[src/rtl/adder_tree_sequencer.sv]
// Sequences CHUNKS chunks of ELEMENTS 10-bit lanes into an external pipelined
// adder tree, accumulates the returning partial sums and presents the vector sum.
module adder_tree_sequencer #(
    parameter int unsigned ELEMENTS = 12,
    parameter int unsigned CHUNKS   = 4,
    parameter int unsigned TREE_LAT = 3
) (
    input  logic                       clk_in,
    input  logic                       rst_n_in,
    input  logic                       in_valid,
    output logic                       in_ready,
    input  logic [ELEMENTS-1:0][9:0]   in_data,
    output logic [ELEMENTS-1:0][9:0]   tree_in,
    input  logic signed [9:0]          tree_out,
    output logic                       out_valid,
    input  logic                       out_ready,
    output logic signed [9:0]          out_sum,
    output logic                       busy
);

    localparam int unsigned CntW    = $clog2(CHUNKS + 1);
    localparam logic [CntW-1:0] LastCnt = CntW'(CHUNKS);

    typedef enum logic [1:0] {
        StIdle,
        StFeed,
        StDrain,
        StDone
    } state_e;

    state_e                   state_q, state_d;
    logic [CntW-1:0]          issue_cnt_q, issue_cnt_d;
    logic [CntW-1:0]          ret_cnt_q, ret_cnt_d;
    logic signed [9:0]        acc_q, acc_d;
    logic signed [9:0]        out_sum_q, out_sum_d;
    logic [TREE_LAT:0]        vld_q, vld_d;
    logic [ELEMENTS-1:0][9:0] tree_in_q, tree_in_d;
    logic                     accept;
    logic                     sample;

    // Handshake and status outputs decoded from the current state.
    always_comb begin
        // Held low during reset even though the state register already reads idle.
        in_ready  = rst_n_in && ((state_q == StIdle) || (state_q == StFeed));
        out_valid = (state_q == StDone);
        busy      = (state_q != StIdle);
        accept    = in_valid && in_ready;
        // Tail of the valid pipe marks the edge where tree_out belongs to an issued chunk.
        sample    = vld_q[TREE_LAT];
    end

    // Next-state, counters, accumulator and the chunk-in-flight tracker.
    always_comb begin
        state_d     = state_q;
        issue_cnt_d = issue_cnt_q;
        ret_cnt_d   = ret_cnt_q;
        acc_d       = acc_q;
        out_sum_d   = out_sum_q;
        tree_in_d   = tree_in_q;

        vld_d    = vld_q << 1;
        vld_d[0] = accept;

        if (accept) begin
            tree_in_d   = in_data;
            issue_cnt_d = issue_cnt_q + CntW'(1);
        end

        if (sample) begin
            acc_d     = acc_q + tree_out;
            ret_cnt_d = ret_cnt_q + CntW'(1);
        end

        unique case (state_q)
            StIdle, StFeed: begin
                if (accept) begin
                    state_d = (issue_cnt_d == LastCnt) ? StDrain : StFeed;
                end
            end
            StDrain: begin
                if (sample && (ret_cnt_d == LastCnt)) begin
                    out_sum_d = acc_d;
                    state_d   = StDone;
                end
            end
            StDone: begin
                if (out_ready) begin
                    state_d     = StIdle;
                    acc_d       = '0;
                    issue_cnt_d = '0;
                    ret_cnt_d   = '0;
                end
            end
            default: state_d = StIdle;
        endcase
    end

    // State and datapath registers, cleared asynchronously.
    always_ff @(posedge clk_in or negedge rst_n_in) begin
        if (!rst_n_in) begin
            state_q     <= StIdle;
            issue_cnt_q <= '0;
            ret_cnt_q   <= '0;
            acc_q       <= '0;
            out_sum_q   <= '0;
            vld_q       <= '0;
            tree_in_q   <= '0;
        end else begin
            state_q     <= state_d;
            issue_cnt_q <= issue_cnt_d;
            ret_cnt_q   <= ret_cnt_d;
            acc_q       <= acc_d;
            out_sum_q   <= out_sum_d;
            vld_q       <= vld_d;
            tree_in_q   <= tree_in_d;
        end
    end

    assign tree_in = tree_in_q;
    assign out_sum = out_sum_q;

endmodule
[config.mk]
export PLATFORM = sky130hd
export DESIGN_NAME = adder_tree_sequencer
export DESIGN_NICKNAME = d
export VERILOG_FILES = /design/src/rtl/adder_tree_sequencer.sv
export SDC_FILE = /design/constraint.sdc
export NUM_CORES = 1
export LEC_CHECK = 0
export CORE_ASPECT_RATIO = 2
export CORE_MARGIN = 2
export CORE_UTILIZATION = 38
export DETAILED_ROUTE_END_ITERATION = 7
export PLACE_DENSITY = 0.76
export SKIP_CTS_REPAIR_TIMING = 1
export SLEW_MARGIN = 15
export SYNTH_ARGS = -nofsm -noshare
export SYNTH_HDL_FRONTEND = slang
export SYNTH_SLANG_ARGS = --single-unit
[constraint.sdc]
create_clock -name clk_in -period 1.8 [get_ports clk_in]
set_input_delay 0.18 -clock clk_in [delete_from_list [all_inputs] [get_ports clk_in]]
set_output_delay 0.18 -clock clk_in [all_outputs]
set_load 0.01 [all_outputs]
* Word-level counts from Yosys, hierarchy flattened *
Cells that the tools add are included.

word-level totals
  logic and storage cells = 52
  register bits after elaboration = 152
  output and inout port bits = 133

cells by class
  $add $sub $neg = 3
  multiplexer cells = 14
  equality and inequality tests = 8
  reduce and logical (&&, ||, !) cells = 9

operator list
  operator                                                          count
  10-bit two-way mux                                                3
  3-bit two-way mux                                                 6
  10-bit adder                                                      1
  2-bit two-way mux                                                 4
  3-bit by 1-bit adder with 3-bit output (second input constant)    2
  3-bit == test (second input constant)                             2
  2-bit case mux with 3 select lines                                1
  2-bit == test (second input constant)                             2
  2-bit != test (second input constant)                             2
  1-bit logical AND                                                 3
  3-bit AND reduction                                               1
  2-bit by 1-bit == test with 1-bit output (second input constant)  1
  2-bit logical NOT                                                 1
  2-bit by 1-bit != test with 1-bit output (second input constant)  1
  2-bit AND reduction                                               1
  2-bit nonzero test                                                1
  2-bit OR reduction                                                1
  1-bit logical OR                                                  1

* Longest topological paths before layout *
Gate-level depths: netlist of run 1.

  depth after elaboration = 9
  depth in mapped cells = 8
  depth with buffers taken out = 8

* Worst setup path after synthesis of run 1 *
Ideal clock, no wire load.

  path type = flip-flop to flip-flop
  start point = register acc_q[0]
  end point = register out_sum_q[6], in the netlist out_sum[6]
  data arrival time = 1.923 ns
  data required time = 1.676 ns
  cell stages (with the launch flop) = 9
  setup slack = -0.247 ns
  clock period less this slack = 2.047 ns
  cells stage by stage = dfrtp_1 ha_1 fa_1 a21o_1 a21oi_1 nand2b_1 a21oi_1 nor3b_1 a211o_1

on the way
  longest elaborated chain between the ends = 2

ends and longest elaborated chain
  what                    line  source
  from (decl)             34    logic signed [9:0] acc_q, acc_d;
  from (signal assigned)  104   acc_q <= '0;
  from (signal assigned)  112   acc_q <= acc_d;
  10-bit adder            70    acc_d = acc_q + tree_out;
  10-bit two-way mux      69    if (sample) begin
  to (signal assigned)    113   out_sum_q <= out_sum_d;
  to (decl)               35    logic signed [9:0] out_sum_q, out_sum_d;

No other way between the ends.
A chain may end at the register's enable or synchronous reset.

* Final worst setup path of run 1 *
  start point = register acc_q[0]
  end point = register acc_q[8]

on the way
  longest elaborated chain between the ends = 4

ends and longest elaborated chain
  what                    line  source
  10-bit adder (*)        70
  10-bit two-way mux (*)  69
  10-bit two-way mux      87    if (out_ready) begin
  10-bit two-way mux (*)  74    unique case (state_q)
  net acc_d[8]            34

The timed path passes the listed nets; every way through them passes the cells marked *.

==> impl_metrics.ini, run 1 <==
[sta]
timing_hold_violations_final = 0
finalMaxSlewViolations = 0
setup_viol_count_final = 11
setup-tns-final_ns = -1.14
fin_skew_ns = 0.00985
worst_slew_margin_rel_pct = 41.9
finalWorstPathRequiredPeriod_ns = 2.04
final_critical_path_setup_slack_ns = -0.241
worst-slew-pin-transition_ns = 0.871
fmaxAchievable_mhz = 490
post-route-period-util_pct = 113
grt_setup_unrepaired = yes

[floorplanning]
fp.dieArea_um2 = 17200
dieHeight_um = 184
coreArea_um2 = 15800
initial_core_util_pct = 38.9
die-width_um = 93.9
fp-row-count = 65
boundaryPins = 267

[global_route]
track_usage_pct = 21.7
first_global_vias = 5554
grt_overflow = 0
grt_antenna_before_repair = 1
grt_first_pass_wirelength_um = 28800
grt_start_max_net_pins = 153

[clock_tree]
clock-root-buffer = sky130_fd_sc_hd__clkbuf_16
cts_sinks = 152
cts_max_level = 4
cts_made_buffers = 17
max-clock-path-buffers = 2
worst_setup_hold_path_clk_slew_ns = 0.06
tritoncts = yes
insertion_delay_to_the_later_sink_of_the_worst_skew_pair_ns = 0.42

[synth]
post_synthesis_sequential_element_count = 152
syn_area_per_cell_um2 = 9.01
synth_seq_area_share_pct = 62.0
synthesis.area_um2 = 6140
post_synth_inst_count = 681
synth_warnings = 0
yosysUniqueCellTypes = 36
async_reset_ff_share_pct = 100
synthesis.nets = 827
synth_edf_count = 0
synth-main-ff-cell = sky130_fd_sc_hd__dfrtp_1

[place]
placed_cell_area_um2 = 9230
dpl.cell_count = 1142
io_buffers = 266
dpl.hpwl_um = 12900
post-place-ws_ns = -0.448
gpl.final_weighted_congestion = 0.848

[critical_path]
worst-setup-path-type = reg2reg
critPathMaxStageDelay_ns = 0.38
worst_setup_path_end_kind = flop
critical-path-slowest-cell = sky130_fd_sc_hd__dfrtp_1
required_ns = 2.15
crit_top_cell = sky130_fd_sc_hd__a21oi_2
worstPathMaxFanout = 2
cp_cell_sequence = ha_2, fa_2, a21o_1, a21oi_2, buf_4, o211a_4, nor3_2, nand3b_1, a21oi_2
critical_path_arrival_ns = 2.39
start_kind = flop

[power_and_ir_drop]
totalPowerFinal_mw = 15.3
power.leakage_nw = 4.82
power_density_nw_per_um2 = 1540
ir_drop_mv = 0.722

[run_status]
status = complete, but fails checks
failed_checks = negative setup slack

[cells_and_area]
drive_gt1_share_pct = 8.21
syn_to_final_growth_pct = 62.2
final_nets = 1109
layoutNonFillerInstCount = 1177
post-route-cell-area_um2 = 9950

[detailed_routing]
drt-initial-drc-count = 220
drt_pass1_iterations = 4
drcViolationCount = 0
final_wirelength_um = 18400
average_via_count_per_standard_cell = 4.65
wire_per_inst_um = 15.6
route.vias.total = 5473
drtAntennaViolNets = 0

[worst_hold_path]
min_delay_worst_type = in2reg

[job]
maxCapViolCount = 0
==> worst paths after layout <==
path | start | end | slack (ns) | depth (start not counted)
worst min register to register | vld_q[1]$_DFF_PN0_ | vld_q[2]$_DFF_PN0_ | 0.34 | 0
worst max-delay path | acc_q[0]$_DFF_PN0_ | acc_q[8]$_DFF_PN0_ | -0.24 | 9
worst max register to register | acc_q[0]$_DFF_PN0_ | acc_q[8]$_DFF_PN0_ | -0.24 | 9
worst min-delay path | in_data[114] | tree_in[114]$_DFFE_PN0P_ | 0.28 | 3
min in group asynchronous | rst_n_in | tree_in[62]$_DFFE_PN0P_ | 0.47 | 3
max in group asynchronous | rst_n_in | tree_in[38]$_DFFE_PN0P_ | 0.64 | 3
==> worst max-delay path: cells and delay by family, from the launching register on <==
kind / cells / cell delay [ns]
buffers and inverters: 1 / 0.16
AOI/OAI and AO/OA: 4 / 0.68
DFF: 1 / 0.38
and+or+nand+nor: 2 / 0.21
adders and majority gates: 2 / 0.53
==> cell usage after synthesis (2+ instances only) <==
| cell | number | area (um^2) |
|---|---|---|
| sky130_fd_sc_hd__inv_1 | 4 | 15.0 |
| sky130_fd_sc_hd__mux2i_1 | 6 | 60.1 |
| sky130_fd_sc_hd__a21oi_1 | 12 | 60.1 |
| sky130_fd_sc_hd__dfrtp_1 | 152 | 3800 |
| sky130_fd_sc_hd__a31oi_1 | 3 | 18.8 |
| sky130_fd_sc_hd__nor3_1 | 4 | 20.0 |
| sky130_fd_sc_hd__nand2b_1 | 3 | 18.8 |
| sky130_fd_sc_hd__nor4b_1 | 2 | 17.5 |
| sky130_fd_sc_hd__nor2b_1 | 3 | 18.8 |
| sky130_fd_sc_hd__buf_1 | 11 | 41.3 |
| sky130_fd_sc_hd__ha_1 | 11 | 138 |
| sky130_fd_sc_hd__xnor2_1 | 5 | 43.8 |
| sky130_fd_sc_hd__o21ai_0 | 12 | 60.1 |
| sky130_fd_sc_hd__nand3_1 | 3 | 15.0 |
| sky130_fd_sc_hd__nand3b_1 | 2 | 15.0 |
| sky130_fd_sc_hd__nand2_1 | 384 | 1440 |
| sky130_fd_sc_hd__clkbuf_1 | 16 | 60.1 |
| sky130_fd_sc_hd__a21o_1 | 4 | 30.0 |
| sky130_fd_sc_hd__buf_2 | 5 | 25.0 |
| sky130_fd_sc_hd__xor2_1 | 4 | 35.0 |
| sky130_fd_sc_hd__nor2_1 | 20 | 75.1 |
==> power breakdown <==
part           total (mW)  internal (mW)  switching (mW)
clock network        3.72           2.35            1.38
registers            5.39           4.67           0.725
logic                6.21           3.31            2.90
==> metrics by stage <==
stage | hold WS, ns | util (%)
detailed placement | 0.335 | 58.5
floorplan | -0.116 | -
CTS | -0.0453 | 62.4
global placement | 0.331 | 58.5
global route | 0.273 | 63.1
finish | 0.282 | 63.1
==> cell usage in the layout, fill, tap and decap left out, types with 4 or more instances in the layout <==
| cell | n |
|---|---|
| sky130_fd_sc_hd__buf_4 | 21 |
| sky130_fd_sc_hd__clkbuf_8 | 5 |
| sky130_fd_sc_hd__a21o_1 | 4 |
| sky130_fd_sc_hd__xor2_1 | 4 |
| sky130_fd_sc_hd__dfrtp_1 | 152 |
| sky130_fd_sc_hd__clkdlybuf4s50_1 | 265 |
| sky130_fd_sc_hd__ha_1 | 9 |
| sky130_fd_sc_hd__clkbuf_16 | 17 |
| sky130_fd_sc_hd__buf_12 | 5 |
| sky130_fd_sc_hd__o21ai_0 | 7 |
| sky130_fd_sc_hd__a21oi_1 | 9 |
| sky130_fd_sc_hd__mux2i_1 | 6 |
| sky130_fd_sc_hd__xnor2_1 | 5 |
| sky130_fd_sc_hd__nor2_1 | 20 |
| sky130_fd_sc_hd__clkinv_2 | 4 |
| sky130_fd_sc_hd__o21ai_1 | 4 |
| sky130_fd_sc_hd__inv_1 | 4 |
| sky130_fd_sc_hd__nand2_1 | 381 |
==> state kept, by name, indices dropped and copies added (netlist names) <==
signal and flops:
acc_q 10, issue_cnt_q 3, out_sum 10, ret_cnt_q 3, state_q 2, tree_in 120
vld_q 4
==> per-layer routing <==
layer	global-route usage, %	part of all wire, %	up-vias
met4	11.3	4.6	0
met5	0	0	-
li1	-	-	2674
met1	24.1	36	2564
met3	5.78	5.6	51
met2	37.5	54	184
==> cell families after synthesis <==
group,share of synthesized area (%)
flip-flops,62.0
multiplexers,0.979
AO/OA/AOI/OAI,3.59
XOR/XNOR,1.28
adder cells (fa/ha/maj),2.57
buffers and inverters,2.37
AND/OR/NAND/NOR,27.2
==> area by class of cell <==
type | instances | area, um^2
fillers | 1309 | 5830
flip-flops and latches | 152 | 3800
repair buffers | 295 | 2950
multi-input cells | 492 | 2300
clock buffers | 23 | 498
well taps | 201 | 251
clock inverters | 8 | 118
inverters | 5 | 21.3
diodes | 1 | 2.50
Power figures use the tool's default switching activity.
==> run 2, diff against run 1 <==
--- a/config.mk
+++ b/config.mk
@@ -9,7 +9,7 @@
 export CORE_MARGIN = 2
 export CORE_UTILIZATION = 38
 export DETAILED_ROUTE_END_ITERATION = 7
-export PLACE_DENSITY = 0.76
+export PLACE_DENSITY_LB_ADDON = 0.12
 export SKIP_CTS_REPAIR_TIMING = 1
 export SLEW_MARGIN = 15
 export SYNTH_ARGS = -nofsm -noshare
==> impl_metrics.ini, run 2 (synthesis gave the netlist of run 1 again) <==
[run_status]
status = complete, but fails checks
failed_checks = negative setup slack

[clock_tree]
max-clock-path-buffers = 2
cts_max_level = 4
tritoncts = yes
insertion_delay_to_the_later_sink_of_the_worst_skew_pair_ns = 0.42
cts_made_buffers = 17
cts_sinks = 152
clock-root-buffer = sky130_fd_sc_hd__clkbuf_16
worst_setup_hold_path_clk_slew_ns = 0.06

[cells_and_area]
final_nets = 1111
most-common-layout-cells = sky130_fd_sc_hd__nand2_1, sky130_fd_sc_hd__clkdlybuf4s50_1, sky130_fd_sc_hd__dfrtp_1, sky130_fd_sc_hd__buf_4, sky130_fd_sc_hd__nor2_1
diodes = 0
finalCoreUtilization_pct = 63.2
largest_reg_flops = 120
drive_gt1_share_pct = 8.49
syn_to_final_growth_pct = 62.5
layout_commonest_cell = sky130_fd_sc_hd__nand2_1
count_of_filler_cells_inserted_in_the_layout = 1359

[floorplanning]
dieHeight_um = 184
boundaryPins = 267
fp-row-count = 65
die-width_um = 93.9
initial_core_util_pct = 38.9
coreArea_um2 = 15800
fp.dieArea_um2 = 17200

[sta]
post-route-period-util_pct = 108
hold_ws_ns = 0.283
setup_viol_count_final = 7
worst-slew-pin-transition_ns = 0.794
final_critical_path_setup_slack_ns = -0.137
fin_skew_ns = 0.00782
fmaxAchievable_mhz = 516
worst_slew_margin_rel_pct = 47.1
timing_hold_violations_final = 0
finalMaxSlewViolations = 0
finalWorstPathRequiredPeriod_ns = 1.94
grt_setup_unrepaired = yes
setup-tns-final_ns = -0.589

[global_route]
first_global_vias = 5499
track_usage_pct = 20.8
grt_start_max_net_pins = 153
grt_overflow = 0
grt_first_pass_wirelength_um = 27700
grt_antenna_before_repair = 0

[critical_path]
critPathMaxStageDelay_ns = 0.38
required_ns = 2.15
critical_path_arrival_ns = 2.28
cp_cell_sequence = ha_2, fa_2, a21o_1, a21oi_2, buf_4, o211a_4, nor3_2, nand3b_1, a21oi_2
worst_setup_path_end_kind = flop
critical-path-slowest-cell = sky130_fd_sc_hd__dfrtp_1
worstPathMaxFanout = 2
worst-setup-path-type = reg2reg
start_kind = flop
crit_top_cell = sky130_fd_sc_hd__a21oi_2

[place]
io_buffers = 266
gpl.final_weighted_congestion = 0.836
dpl.hpwl_um = 12200

[detailed_routing]
drt-initial-drc-count = 247
drcViolationCount = 0
drt_pass1_iterations = 4
final_wirelength_um = 17300
route.vias.total = 5384
average_via_count_per_standard_cell = 4.57
wire_per_inst_um = 14.7
drtAntennaViolNets = 0

[power_and_ir_drop]
power.leakage_nw = 4.85
ir_drop_mv = 0.851
power_density_nw_per_um2 = 1530

[job]
maxCapViolCount = 0

[worst_hold_path]
min_delay_worst_type = in2reg
## run 2: cell count changes in the layout (fill, tap and decap cells not counted), sizes merged
cell           change
clkbuf             -6
dlymetal6s2s       +3
inv                -1
bufinv             +1
clkinvlp           +3
diode              -1
buf                +2
clkinv             +4
clkdlybuf4s50      -3
## run 2: path summary, 6_finish.rpt
kind,slack (ns),endpoint,cells after the start,from
worst min-delay path,0.28,tree_in[111]$_DFFE_PN0P_,3,in_data[111]
worst max register to register,-0.14,acc_q[8]$_DFF_PN0_,9,acc_q[0]$_DFF_PN0_
worst max-delay path,-0.14,acc_q[8]$_DFF_PN0_,9,acc_q[0]$_DFF_PN0_
max in group asynchronous,0.72,tree_in[10]$_DFFE_PN0P_,3,rst_n_in
min in group asynchronous,0.54,tree_in[91]$_DFFE_PN0P_,3,rst_n_in
worst min register to register,0.35,vld_q[3]$_DFF_PN0_,0,vld_q[2]$_DFF_PN0_
## run 2: cell type report
cell class | instances | area (um^2) | area share, %
inverters | 5 | 20.0 | 0.201
flip-flops and latches | 152 | 3800 | 38.1
well taps | 201 | 251 | 2.52
repair buffers | 297 | 2970 | 29.8
clock buffers | 17 | 425 | 4.27
multi-input cells | 492 | 2290 | 23.0
clock inverters | 15 | 204 | 2.05
## run 2: where the power goes
part | total, mW | switching [mW] | internal [mW]
registers | 5.34 | 0.674 | 4.66
logic | 6.12 | 2.82 | 3.30
clock network | 3.77 | 1.45 | 2.32
## run 2: per-layer routing
layer  GRT usage, %  wire length (um)  vias to the layer above
met4           8.93               480                        0
met3           5.45               977                       28
li1               -                 -                     2686
met5              0                 0                        -
met1           23.4              6410                     2507
met2           36.4              9400                      163
## run 2: through the flow
stage          cells  setup WS, ns  power (mW)  instance area (um^2)
2_1_floorplan    681        -0.106        7.94                  6170
5_1_grt         1179        -0.265        16.2                  9970
4_1_cts         1177        -0.148        15.3                  9880
6_report        1179        -0.137        15.2                  9970
3_3_place_gp    1145        -0.440        11.3                  9250
3_5_place_dp    1145        -0.449        11.4                  9250
## run 2: worst max-delay path, delay by kind of cell (launching register included)
family / cells / cell delay (ns)
DFF: 1 / 0.38
buffers and inverters: 1 / 0.13
adders and majority gates: 2 / 0.52
and+or+nand+nor: 2 / 0.21
AOI/OAI and AO/OA: 4 / 0.61
==> run 3, diff against run 2 <==
--- a/config.mk
+++ b/config.mk
@@ -7,8 +7,10 @@
 export LEC_CHECK = 0
 export CORE_ASPECT_RATIO = 2
 export CORE_MARGIN = 2
-export CORE_UTILIZATION = 38
+export CORE_UTILIZATION = 43
+export CTS_CLUSTER_DIAMETER = 150
 export DETAILED_ROUTE_END_ITERATION = 7
+export DONT_BUFFER_PORTS = 1
 export PLACE_DENSITY_LB_ADDON = 0.12
 export SKIP_CTS_REPAIR_TIMING = 1
 export SLEW_MARGIN = 15
==> impl_metrics.ini, run 3 (synthesis gave the netlist of run 1 again) <==
[clock_tree]
clock-root-buffer = sky130_fd_sc_hd__clkbuf_16
cts_made_buffers = 17
cts_max_level = 4
tritoncts = yes
max-clock-path-buffers = 2
insertion_delay_to_the_later_sink_of_the_worst_skew_pair_ns = 0.41
worst_setup_hold_path_clk_slew_ns = 0.07
cts_sinks = 152

[place]
io_buffers = 0
placed_cell_area_um2 = 6500
gpl.final_weighted_congestion = 0.808
post-place-ws_ns = -0.214
dpl.hpwl_um = 11000
dpl.cell_count = 862

[power_and_ir_drop]
totalPowerFinal_mw = 13.0
combinational_power_share_pct = 24.2
ir_drop_mv = 0.759
power.leakage_nw = 4.25
power.share.switching_pct = 36.3
power_density_nw_per_um2 = 1550
clock_power_share_pct = 28.0
seq_power_share_pct = 47.8
internal_power_consumption_mw = 8.28
power.net_switching_mw = 4.72

[global_route]
busiest_layer = met2
grt_first_pass_wirelength_um = 23500
groute.layer.met1.usage_pct = 22.0
first_global_vias = 4585
grt_start_max_net_pins = 154
groute.layer.met2.usage_pct = 35.0
grt_antenna_before_repair = 0
grt_overflow = 0
track_usage_pct = 20.0
grt_util_met3_pct = 5.92

[critical_path]
crit-reg2reg-launch = acc_q[1]$_DFF_PN0_
start_kind = flop
worst_setup_path_end_kind = flop
reg2reg_setup_slack_ns = -0.18
worst-setup-path-type = reg2reg
crit-reg2reg-capture = out_sum[9]$_DFFE_PN0P_
depth_of_the_most_critical_reg_to_reg_path = 7
worstPathMaxFanout = 3
required_ns = 2.12
critical_path_arrival_ns = 2.30

[sta]
setup-tns-final_ns = -0.982
fmaxAchievable_mhz = 505
post-route-period-util_pct = 110
worst-slew-pin-transition_ns = 0.499
finalMaxSlewViolations = 0
fin_skew_ns = 0.0105
final_critical_path_setup_slack_ns = -0.181
worst_slew_margin_rel_pct = 66.7
setup_viol_count_final = 10
hold_ws_ns = -0.544
grt_setup_unrepaired = yes
timing_hold_violations_final = 152
finalWorstPathRequiredPeriod_ns = 1.98

[cells_and_area]
final_nets = 960
post-route-cell-area_um2 = 8380
largest_reg_flops = 120
drive_gt1_share_pct = 9.31
finalCoreUtilization_pct = 60.3
layout_commonest_cell = sky130_fd_sc_hd__nand2_1
diodes = 0
layoutNonFillerInstCount = 1016
syn_to_final_growth_pct = 36.6
most-common-layout-cells = sky130_fd_sc_hd__nand2_1, sky130_fd_sc_hd__dfrtp_1, sky130_fd_sc_hd__dlygate4sd3_1, sky130_fd_sc_hd__buf_4, sky130_fd_sc_hd__nor2_1

[detailed_routing]
final_wirelength_um = 16700
route.vias.total = 5051
drtAntennaViolNets = 0
average_via_count_per_standard_cell = 4.97
wire_per_inst_um = 16.4
drt-initial-drc-count = 277
drcViolationCount = 0
drt_pass1_iterations = 4

[floorplanning]
fp.dieArea_um2 = 15300
coreArea_um2 = 13900
fp-row-count = 61
die-width_um = 88.5
dieHeight_um = 173
boundaryPins = 267
initial_core_util_pct = 44.2

[run_status]
status = complete, but fails checks
failed_checks = negative hold slack, negative setup slack

[worst_hold_path]
min_delay_worst_type = in2async

[job]
maxCapViolCount = 0
[run 3: cell type report]
cell class	count	area [um^2]
clock buffer	19	453
clock inverter	13	159
fill	1174	5510
inverter	5	20.0
multi-input combinational	492	2290
sequential	152	3800
tap	189	236
timing repair buffer	146	1430
[run 3: worst max path at each step]
| stage | startpoint | endpoint | slack, ns | cells after the start |
|---|---|---|---|---|
| 4_1_cts | acc_q[1]$_DFF_PN0_ | out_sum[9]$_DFFE_PN0P_ | -0.24 | 7 |
| 5_1_grt | acc_q[1]$_DFF_PN0_ | out_sum[9]$_DFFE_PN0P_ | -0.26 | 7 |
| 2_1_floorplan | acc_q[0]$_DFF_PN0_ | out_sum[6]$_DFFE_PN0P_ | -0.11 | 8 |
| 3_3_place_gp | acc_q[0]$_DFF_PN0_ | out_sum[6]$_DFFE_PN0P_ | -0.13 | 8 |
| 6_report | acc_q[1]$_DFF_PN0_ | out_sum[9]$_DFFE_PN0P_ | -0.18 | 7 |
| 3_5_place_dp | acc_q[1]$_DFF_PN0_ | out_sum[9]$_DFFE_PN0P_ | -0.21 | 7 |
[run 3: critical path, stage by stage (launching register included)]
cell and delay (ns):
sky130_fd_sc_hd__dfrtp_1 0.41, sky130_fd_sc_hd__ha_4 0.27, sky130_fd_sc_hd__a21o_1 0.14, sky130_fd_sc_hd__nand4_1 0.22, sky130_fd_sc_hd__a211oi_2 0.36, sky130_fd_sc_hd__or3_4 0.19
sky130_fd_sc_hd__nand3_1 0.10, sky130_fd_sc_hd__a31oi_1 0.20
[run 3: power by group through the flow]
stage	clock, mW	combinational (mW)	sequential [mW]
finish	3.64	3.14	6.21
global placement	0	2.67	6.23
CTS	3.76	2.81	6.20
global route	3.92	3.58	6.34
detailed placement	0	2.82	6.23
floorplan	0	2.07	5.86
[run 3: metal layers]
| layer | routed length, um | up-vias |
|---|---|---|
| li1 | - | 2382 |
| met1 | 5730 | 2443 |
| met2 | 9460 | 197 |
| met3 | 1010 | 29 |
| met4 | 478 | 0 |
| met5 | 0 | - |
